### src/rtl/bias_bram_stream_if.sv
// Valid/ready stream carrying bias words from the bias buffer to the compute core.
interface bias_bram_stream_if #(
    parameter int DATA_W = 40
) ();
    logic              valid;
    logic [DATA_W-1:0] data;
    logic              ready;

    modport master (output valid, output data, input ready);
    modport slave  (input valid, input data, output ready);
endinterface

### src/rtl/bias_bram_stream.sv
// Bias buffer: host-loaded BRAM plus per-layer descriptors, streamed per layer through a FWFT FIFO.
// Define BIAS_RD_REG_EN to add a BRAM output register (read latency 2 instead of 1).
module bias_bram_stream #(
    parameter int  DATA_W     = 40,
    parameter int  DEPTH      = 64,
    parameter int  NUM_LAYERS = 8,
    parameter int  FIFO_DEPTH = 8,
    localparam int ADDR_W     = $clog2(DEPTH),
    localparam int LAYER_W    = $clog2(NUM_LAYERS),
    localparam int LVL_W      = $clog2(FIFO_DEPTH) + 1
) (
    input  logic                 clk,
    input  logic                 rst,
    input  logic                 wr_en,
    input  logic [ADDR_W-1:0]    wr_addr,
    input  logic [DATA_W-1:0]    wr_data,
    input  logic                 cfg_we,
    input  logic [LAYER_W-1:0]   cfg_layer,
    input  logic [ADDR_W-1:0]    cfg_base,
    input  logic [ADDR_W:0]      cfg_len,
    input  logic                 layer_start,
    input  logic [LAYER_W-1:0]   layer_id,
    output logic                 busy,
    output logic                 done,
    output logic                 err,
    bias_bram_stream_if.master   m,
    output logic [LVL_W-1:0]     fifo_level
);
    localparam int PTR_W = $clog2(FIFO_DEPTH);
    localparam int LEN_W = ADDR_W + 1;
    localparam int CW    = LVL_W + 1;

    typedef enum logic [2:0] {S_IDLE, S_LOAD, S_FETCH, S_DRAIN, S_DONE} state_t;

    logic [DATA_W-1:0]  mem [DEPTH];
    logic [ADDR_W-1:0]  base_tab [NUM_LAYERS];
    logic [LEN_W-1:0]   len_tab [NUM_LAYERS];

    state_t             state;
    logic [ADDR_W-1:0]  rd_addr;
    logic [ADDR_W-1:0]  rd_addr_nxt;
    logic [LEN_W-1:0]   len_q;
    logic [LEN_W-1:0]   issued;
    logic [LEN_W-1:0]   issued_nxt;
    logic               rd_en;
    logic               drain_ok;

    logic [DATA_W-1:0]  rd_data_p0;
    logic               vld_p0;
`ifdef BIAS_RD_REG_EN
    logic [DATA_W-1:0]  rd_data_p1;
    logic               vld_p1;
`endif

    logic               push;
    logic               pop;
    logic [DATA_W-1:0]  push_data;
    logic [1:0]         inflight;
    logic [CW-1:0]      credit_sum;

    logic [DATA_W-1:0]  fifo_mem [FIFO_DEPTH];
    logic [PTR_W-1:0]   wr_ptr;
    logic [PTR_W-1:0]   rd_ptr;

    always_comb begin
`ifdef BIAS_RD_REG_EN
        push      = vld_p1;
        push_data = rd_data_p1;
        inflight  = {1'b0, vld_p0} + {1'b0, vld_p1};
`else
        push      = vld_p0;
        push_data = rd_data_p0;
        inflight  = {1'b0, vld_p0};
`endif
        pop         = (fifo_level != '0) && m.ready;
        // Reads still in the pipe reserve FIFO slots so the FIFO can never overflow.
        credit_sum  = CW'(fifo_level) + CW'(inflight);
        rd_en       = (state == S_FETCH) && (credit_sum < CW'(FIFO_DEPTH));
        rd_addr_nxt = (rd_addr == ADDR_W'(DEPTH - 1)) ? '0 : rd_addr + ADDR_W'(1);
        issued_nxt  = issued + LEN_W'(1);
        drain_ok    = (inflight == '0) &&
                      ((fifo_level == '0) || ((fifo_level == LVL_W'(1)) && pop));
    end

    assign m.valid = (fifo_level != '0);
    assign m.data  = m.valid ? fifo_mem[rd_ptr] : '0;

    always_ff @(posedge clk) begin
        if (rst) begin
            for (int i = 0; i < NUM_LAYERS; i++) begin
                base_tab[i] <= '0;
                len_tab[i]  <= '0;
            end
        end else if (cfg_we) begin
            base_tab[cfg_layer] <= cfg_base;
            len_tab[cfg_layer]  <= cfg_len;
        end
    end

    always_ff @(posedge clk) begin
        if (wr_en)
            mem[wr_addr] <= wr_data;
    end

    // Stage p0: BRAM read, read-first against a same-cycle host write
    always_ff @(posedge clk) begin
        if (rd_en)
            rd_data_p0 <= mem[rd_addr];
    end

    always_ff @(posedge clk) begin
        if (rst)
            vld_p0 <= 1'b0;
        else
            vld_p0 <= rd_en;
    end

`ifdef BIAS_RD_REG_EN
    // Stage p1: optional BRAM output register
    always_ff @(posedge clk) begin
        rd_data_p1 <= rd_data_p0;
    end

    always_ff @(posedge clk) begin
        if (rst)
            vld_p1 <= 1'b0;
        else
            vld_p1 <= vld_p0;
    end
`endif

    // Output FIFO, first-word-fall-through
    always_ff @(posedge clk) begin
        if (push)
            fifo_mem[wr_ptr] <= push_data;
    end

    always_ff @(posedge clk) begin
        if (rst) begin
            wr_ptr     <= '0;
            rd_ptr     <= '0;
            fifo_level <= '0;
        end else begin
            if (push)
                wr_ptr <= wr_ptr + PTR_W'(1);
            if (pop)
                rd_ptr <= rd_ptr + PTR_W'(1);
            case ({push, pop})
                2'b10:   fifo_level <= fifo_level + LVL_W'(1);
                2'b01:   fifo_level <= fifo_level - LVL_W'(1);
                default: fifo_level <= fifo_level;
            endcase
        end
    end

    always_ff @(posedge clk) begin
        if (rst) begin
            state  <= S_IDLE;
            busy   <= 1'b0;
            done   <= 1'b0;
            err    <= 1'b0;
            issued <= '0;
            len_q  <= '0;
        end else begin
            done <= 1'b0;
            if (layer_start && (state != S_IDLE))
                err <= 1'b1;
            case (state)
                S_IDLE: begin
                    if (layer_start) begin
                        rd_addr <= base_tab[layer_id];
                        len_q   <= len_tab[layer_id];
                        issued  <= '0;
                        busy    <= 1'b1;
                        state   <= S_LOAD;
                    end
                end
                S_LOAD: begin
                    // Empty layers take one DRAIN cycle so done lands two cycles after start.
                    state <= (len_q == '0) ? S_DRAIN : S_FETCH;
                end
                S_FETCH: begin
                    if (rd_en) begin
                        rd_addr <= rd_addr_nxt;
                        issued  <= issued_nxt;
                        if (issued_nxt == len_q)
                            state <= S_DRAIN;
                    end
                end
                S_DRAIN: begin
                    if (drain_ok) begin
                        done  <= 1'b1;
                        state <= S_DONE;
                    end
                end
                S_DONE: begin
                    busy  <= 1'b0;
                    state <= S_IDLE;
                end
                default: state <= S_IDLE;
            endcase
        end
    end
endmodule

### src/flat_wrapper.sv
// flat-port wrapper written by rule: the top's interface ports become plain ports
module bias_bram_stream_flat 
#(
    parameter int  DATA_W     = 40,
    parameter int  DEPTH      = 64,
    parameter int  NUM_LAYERS = 8,
    parameter int  FIFO_DEPTH = 8,
    localparam int ADDR_W     = $clog2(DEPTH),
    localparam int LAYER_W    = $clog2(NUM_LAYERS),
    localparam int LVL_W      = $clog2(FIFO_DEPTH) + 1
)
  (clk, rst, wr_en, wr_addr, wr_data, cfg_we, cfg_layer, cfg_base, cfg_len, layer_start, layer_id, busy, done, err, fifo_level, m_valid, m_data, m_ready);
  bias_bram_stream_if #(.DATA_W(DATA_W)) m_i ();
  input  logic clk;
  input  logic rst;
  input  logic wr_en;
  input  logic [ADDR_W-1:0] wr_addr;
  input  logic [DATA_W-1:0] wr_data;
  input  logic cfg_we;
  input  logic [LAYER_W-1:0] cfg_layer;
  input  logic [ADDR_W-1:0] cfg_base;
  input  logic [ADDR_W:0] cfg_len;
  input  logic layer_start;
  input  logic [LAYER_W-1:0] layer_id;
  output logic busy;
  output logic done;
  output logic err;
  output logic [LVL_W-1:0] fifo_level;
  output wire logic [$bits(m_i.valid)-1:0] m_valid;
  output wire logic [$bits(m_i.data)-1:0] m_data;
  input wire logic [$bits(m_i.ready)-1:0] m_ready;
  assign m_valid = m_i.valid;
  assign m_data = m_i.data;
  assign m_i.ready = m_ready;
  bias_bram_stream #(.DATA_W(DATA_W), .DEPTH(DEPTH), .NUM_LAYERS(NUM_LAYERS), .FIFO_DEPTH(FIFO_DEPTH)) u_core (.clk(clk), .rst(rst), .wr_en(wr_en), .wr_addr(wr_addr), .wr_data(wr_data), .cfg_we(cfg_we), .cfg_layer(cfg_layer), .cfg_base(cfg_base), .cfg_len(cfg_len), .layer_start(layer_start), .layer_id(layer_id), .busy(busy), .done(done), .err(err), .m(m_i), .fifo_level(fifo_level));
endmodule
### config.mk
export PLATFORM = sky130hd
export DESIGN_NAME = bias_bram_stream_flat
export DESIGN_NICKNAME = d
export VERILOG_FILES = /design/src/rtl/bias_bram_stream_if.sv /design/src/rtl/bias_bram_stream.sv /design/src/flat_wrapper.sv
export SDC_FILE = /design/constraint.sdc
export NUM_CORES = 2
export LEC_CHECK = 0
export CORE_UTILIZATION = 43
export DETAILED_ROUTE_END_ITERATION = 7
export GPL_TIMING_DRIVEN = 0
export PLACE_DENSITY = 0.67
export SYNTH_ARGS = -nofsm -noshare
export SYNTH_HDL_FRONTEND = slang
export SYNTH_SLANG_ARGS = --single-unit
### constraint.sdc
create_clock -name clk -period 7.8 [get_ports clk]
set_input_delay 1.56 -clock clk [delete_from_list [all_inputs] [get_ports clk]]
set_output_delay 1.56 -clock clk [all_outputs]
set_load 0.005 [all_outputs]
# After elaboration in Yosys (flattened, before gate mapping)
# Memories as Yosys holds them, arrays and structs flattened. A register that Yosys moved wholly into a read port is not among the register bits.
# Cells that the tools add are included.
# classes
order_cmp,1
n_addsub,7
n_mux,35
reduce_logical,22
eq_ne,13
n_bitwise,3
# ops
cell,count
$mux 40,1
$mux 3,8
$mux 6,4
$mux 7,3
$mux 1,14
$pmux 7 s2,1
$pmux 3 s4,1
$pmux 6 s2,1
$pmux 4 s2,1
$reduce_and 4->1,2
$add 7x1->7 const B,1
$eq 7x7->1,1
$logic_not 7->1,1
$reduce_or 7->1,1
$add 3x1->3 const B,2
$add 6x1->6 const B,1
$eq 3x2->1 const B,2
$eq 6x6->1 const B,1
$reduce_bool 2->1,3
$reduce_or 6->1,1
$add 4x1->5,1
$logic_and 1x1->1,5
$lt 5x4->1 const B,1
$add 4x1->4 const B,1
18 further kinds,23
# totals
word_cells,95
out_inout_bits,48
ram_bits,2984
memories,4
regBits,30
# mem_list
name,depth,word_bits,rd,rd_clocked_by_memory_dff,write_ports,line_no,rtl
u_core.mem,64,40,1,1,1,bias_bram_stream.sv:35,logic [DATA_W-1:0] mem [DEPTH];
u_core.fifo_mem,8,40,1,1,1,bias_bram_stream.sv:61,logic [DATA_W-1:0] fifo_mem [FIFO_DEPTH];
u_core.len_tab,8,7,1,1,8,bias_bram_stream.sv:37,logic [LEN_W-1:0] len_tab [NUM_LAYERS];
u_core.base_tab,8,6,1,0,8,bias_bram_stream.sv:36,logic [ADDR_W-1:0] base_tab [NUM_LAYERS];

# Depth between registers and ports, before layout
# logic_depth
word_depth,7
ltp_mapped,10

# Worst setup path before layout
# Ideal clock, no wire load.
# synth_path
path_kind,input-to-reg
startpoint,input port wr_en
endpoint,memory u_core.mem[6][0] (enable)
t_arrival_ps,5025
stages,4
setup_slack_ps,2288
setup_time_ps,487
n_path_buf,1
path_cell_list,clkbuf_1 > nor2b_1 > nand2_1 > nor3_1
# synth_between
elab_chain_len,2
# synth_lines
element,line_no,rtl
"start, declared",flat_wrapper.sv:16,input logic wr_en;
$mux 1,bias_bram_stream.sv:101,if (wr_en)
$mux 1 (not written as such),bias_bram_stream.sv:102,mem[wr_addr] <= wr_data;
"end, declared",bias_bram_stream.sv:35,
# No other way between the ends.

==> qor.yml <==
place_hpwl_um: 246200
post_cts_buffers: 0
nNetsFinal: 5868
syn_nets: 5250
syn_area_um2: 117600
clock.fmax_mhz: 180.1
drive_gt1_share_pct: 28.09
cp.arrival_ns: 6.01
cts.repair.resized: 0
crit_buf_inv: 4
fillCellCount: 20933
seq_area_um2: 91670
p_clk_share_pct: 36.6
cp.required_ns: 8.25
worstSkewPairLatency_ns: 0.91
reg2reg_depth: 9
synthCells: 5171
async_flop_share_pct: 0
multi_input_area_um2: 25020
grt_pass1_wl_um: 489500
combPwrFrac_pct: 15.9
slowest_stage: "clkbuf_1"
ys_seq_elements: 3064
path_class: "flop to flop"
ctsHtreeMaxLevel: 5
cts_tree: "done"
firstDrtPassIters: 8
synthTopCellsByCount: "3030 x edfxtp_1, 775 x mux4_2, 185 x mux2i_1"
path_cells: "buf_2, nor2b_1, clkbuf_1, clkbuf_1, clkbuf_1, a22oi_1, nand3_1, o21ai_0, nor2_1"
groute.usage.overall_pct: 25.98
overflow: 0
synth_top_area_share_pct: 77.34
min-delay-start: "u_core.err"
min_period_over_period_pct: 71.19
hold_viol: 0
clock_skew_ns: 0.08610
rrSetupSlack_ns: 2.25
internal_power_w: 0.02892
port_buffers: 113
seq_power_share_pct: 47.6
synth_ff_type: "edfxtp_1"
p_per_area_nw_per_um2: 285.7
hold_depth: 2
postCtsHoldBufs: 0
p_switching_w: 0.01024
yosys_warnings: 0
synth.largest_area_cell: "edfxtp_1"
ys_types: 55
hold-path-endpoint: "u_core.err"
yosysMostFrequentCell: "edfxtp_1"
cts-buffers-inserted: 309
grt_max_degree: 65
cts_sinks: 3064
die_x_um: 525.1
placedCellCount: 9047
max_slew_margin_pct: -2.531
rr_startpoint: "u_core.rd_addr[2]"
rsz0062_at_grt: "no"
synth_area_per_cell_um2: 22.75
area_growth_pct: 16.50
tightestPinTransition_ns: 1.538
place_congestion: 0.8944
critPathMostFrequentCell: "clkbuf_1"
slew_viol_final: 22
ys_seq_area_share_pct: 77.92
layout_min_cycle_time_ns: 5.552
drc_errors: 0
r2r_end: "u_core.push_data[34]"
start_util_pct: 43.33
routed_via_density: 6.391
crit_family: "buffers and inverters"
ir_worst_vdd_uv: 192.9
p_total_w: 0.03916
die_h_um: 525.1
first_iter_violations: 10692
postRouteAntennaNets: 0
crit_path_end_kind: "flop"
cts.clk_slew.worst_paths_ns: 0.07
clockBufferDepth: 4
antenna_found_initial: 40
cpPeakStageDelay_ns: 1.18
final_util_pct: 50.48
hold_class: "flop to flop"
vias: 61323
maxCapViolations: 2
die_area_um2: 275700
cts-root-buf: "clkbuf_16"
status: "finished with violations"
finalNonFillerCells: 9595
p_leak_nw: 42.71
synth_area_leaders: "edfxtp_1 77%, mux4_2 15%, mux2i_1 1.6%"
violations: "capacitance limit, slew limit"
start_kind: "flop"
grt_pass1_vias: 59988
wl_per_cell_um: 37.71
rows: 191
placeableCoreArea_um2: 271500
finalSetupViolCount: 0
swShare_pct: 26.15
drt_wl_total_um: 361800
crit_fanout: 10
synth_edf_count: 3030
ioPinCount: 119
[state kept, by name (all words and copies together), names as in the netlist, named ones only]
signal / count
u_core.busy: 1
u_core.rd_addr: 6
u_core.push_data: 40
u_core.len_q: 7
u_core.mem: 2560
u_core.base_tab: 48
u_core.wr_ptr: 3
u_core.state: 3
u_core.fifo_mem: 320
u_core.issued: 7
u_core.done: 1
u_core.fifo_level: 4
u_core.rd_ptr: 3
u_core.push: 1
u_core.len_tab: 56
u_core.err: 1
[routing by layer]
| metal | routed length, µm | part of all wire (%) | track usage [%] | vias up |
|---|---|---|---|---|
| met4 | 20400 | 5.6 | 12.45 | 56 |
| met5 | 412 | 0.11 | 0 | - |
| met3 | 52160 | 14 | 9.199 | 1019 |
| met1 | 126500 | 35 | 33.72 | 32354 |
| met2 | 162300 | 45 | 39.06 | 4753 |
| li1 | - | - | - | 23141 |
[power groups by stage]
stage	sequential, W	clock (W)	combinational, W
2_1_floorplan	0.0189	0	0.00323
3_3_place_gp	0.0190	0	0.00591
3_5_place_dp	0.0190	0	0.00607
4_1_cts	0.0186	0.0144	0.00610
5_1_grt	0.0187	0.0150	0.00637
6_report	0.0186	0.0143	0.00621
[cell usage in the layout, fill, tap and decap left out, drive strengths merged, types with 34 or more instances in the layout]
cell type      Yosys  layout
edfxtp          3030    3030
mux4             775     775
clkbuf           118     503
buf              163     396
mux2i            185     185
nor2             169     169
clkinv             0     119
and2             114     114
a21oi             73      73
clkdlybuf4s50      0      73
a22oi             70      70
nand2             64      64
o21ai             55      55
dfxtp             34      34
[tightest hold or removal path, cell delays in order, from the launching register on]
cell and delay (ns):
dfxtp_1 0.34, a21oi_1 0.05, nor2_1 0.07
[worst max path at each step]
stage	startpoint	endpoint	slack (ns)	cells past startpoint
floorplan	wr_en	u_core.mem[6][0]	2.29	4
global placement	wr_addr[5]	u_core.mem[6][10]	-2.81	4
detailed placement	u_core.rd_addr[2]	u_core.push_data[34]	2.73	9
CTS	u_core.fifo_level[1]	m_data[20]	2.40	6
global route	u_core.fifo_level[1]	m_data[20]	2.37	6
finish	u_core.rd_addr[2]	u_core.push_data[34]	2.25	9
[final cells by class]
| cell class | instances | share of cell area [%] |
|---|---|---|
| well taps | 3570 | 3.259 |
| diodes | 4 | 0.007303 |
| flip-flops and latches | 3064 | 66.88 |
| plain buffers | 281 | 1.092 |
| multi-input cells | 1818 | 18.26 |
| repair buffers | 307 | 3.527 |
| clock buffers | 384 | 5.925 |
| inverters | 8 | 0.02191 |
| clock inverters | 159 | 1.025 |
[cell families (layout without fill, tap and decap cells)]
kind of cell	Yosys count	after routing	synth area share [%]
AOI/OAI and AO/OA	334	334	1.899
adders and majority gates	8	8	0.08509
muxes	989	989	16.69
other	0	4	0
xor gates and xnor gates	16	16	0.1191
DFF	3064	3064	77.92
buffers and inverters	289	1139	1.288
and+or+nand+nor	471	471	2.001
[per-stage QoR]
stage / worst slack, ns / TNS, ns / hold slack, ns / area (µm²)
2_1_floorplan: 2.288 / 0 / 0.4576 / 117600
5_1_grt: 2.368 / 0 / 0.5271 / 137100
3_3_place_gp: -2.809 / -638.14 / 0.4763 / 123200
4_1_cts: 2.402 / 0 / 0.4963 / 137000
6_report: 2.248 / 0 / 0.4909 / 137100
3_5_place_dp: 2.730 / 0 / 0.4828 / 127500
Note: power is estimated with default switching activity, not from simulation.
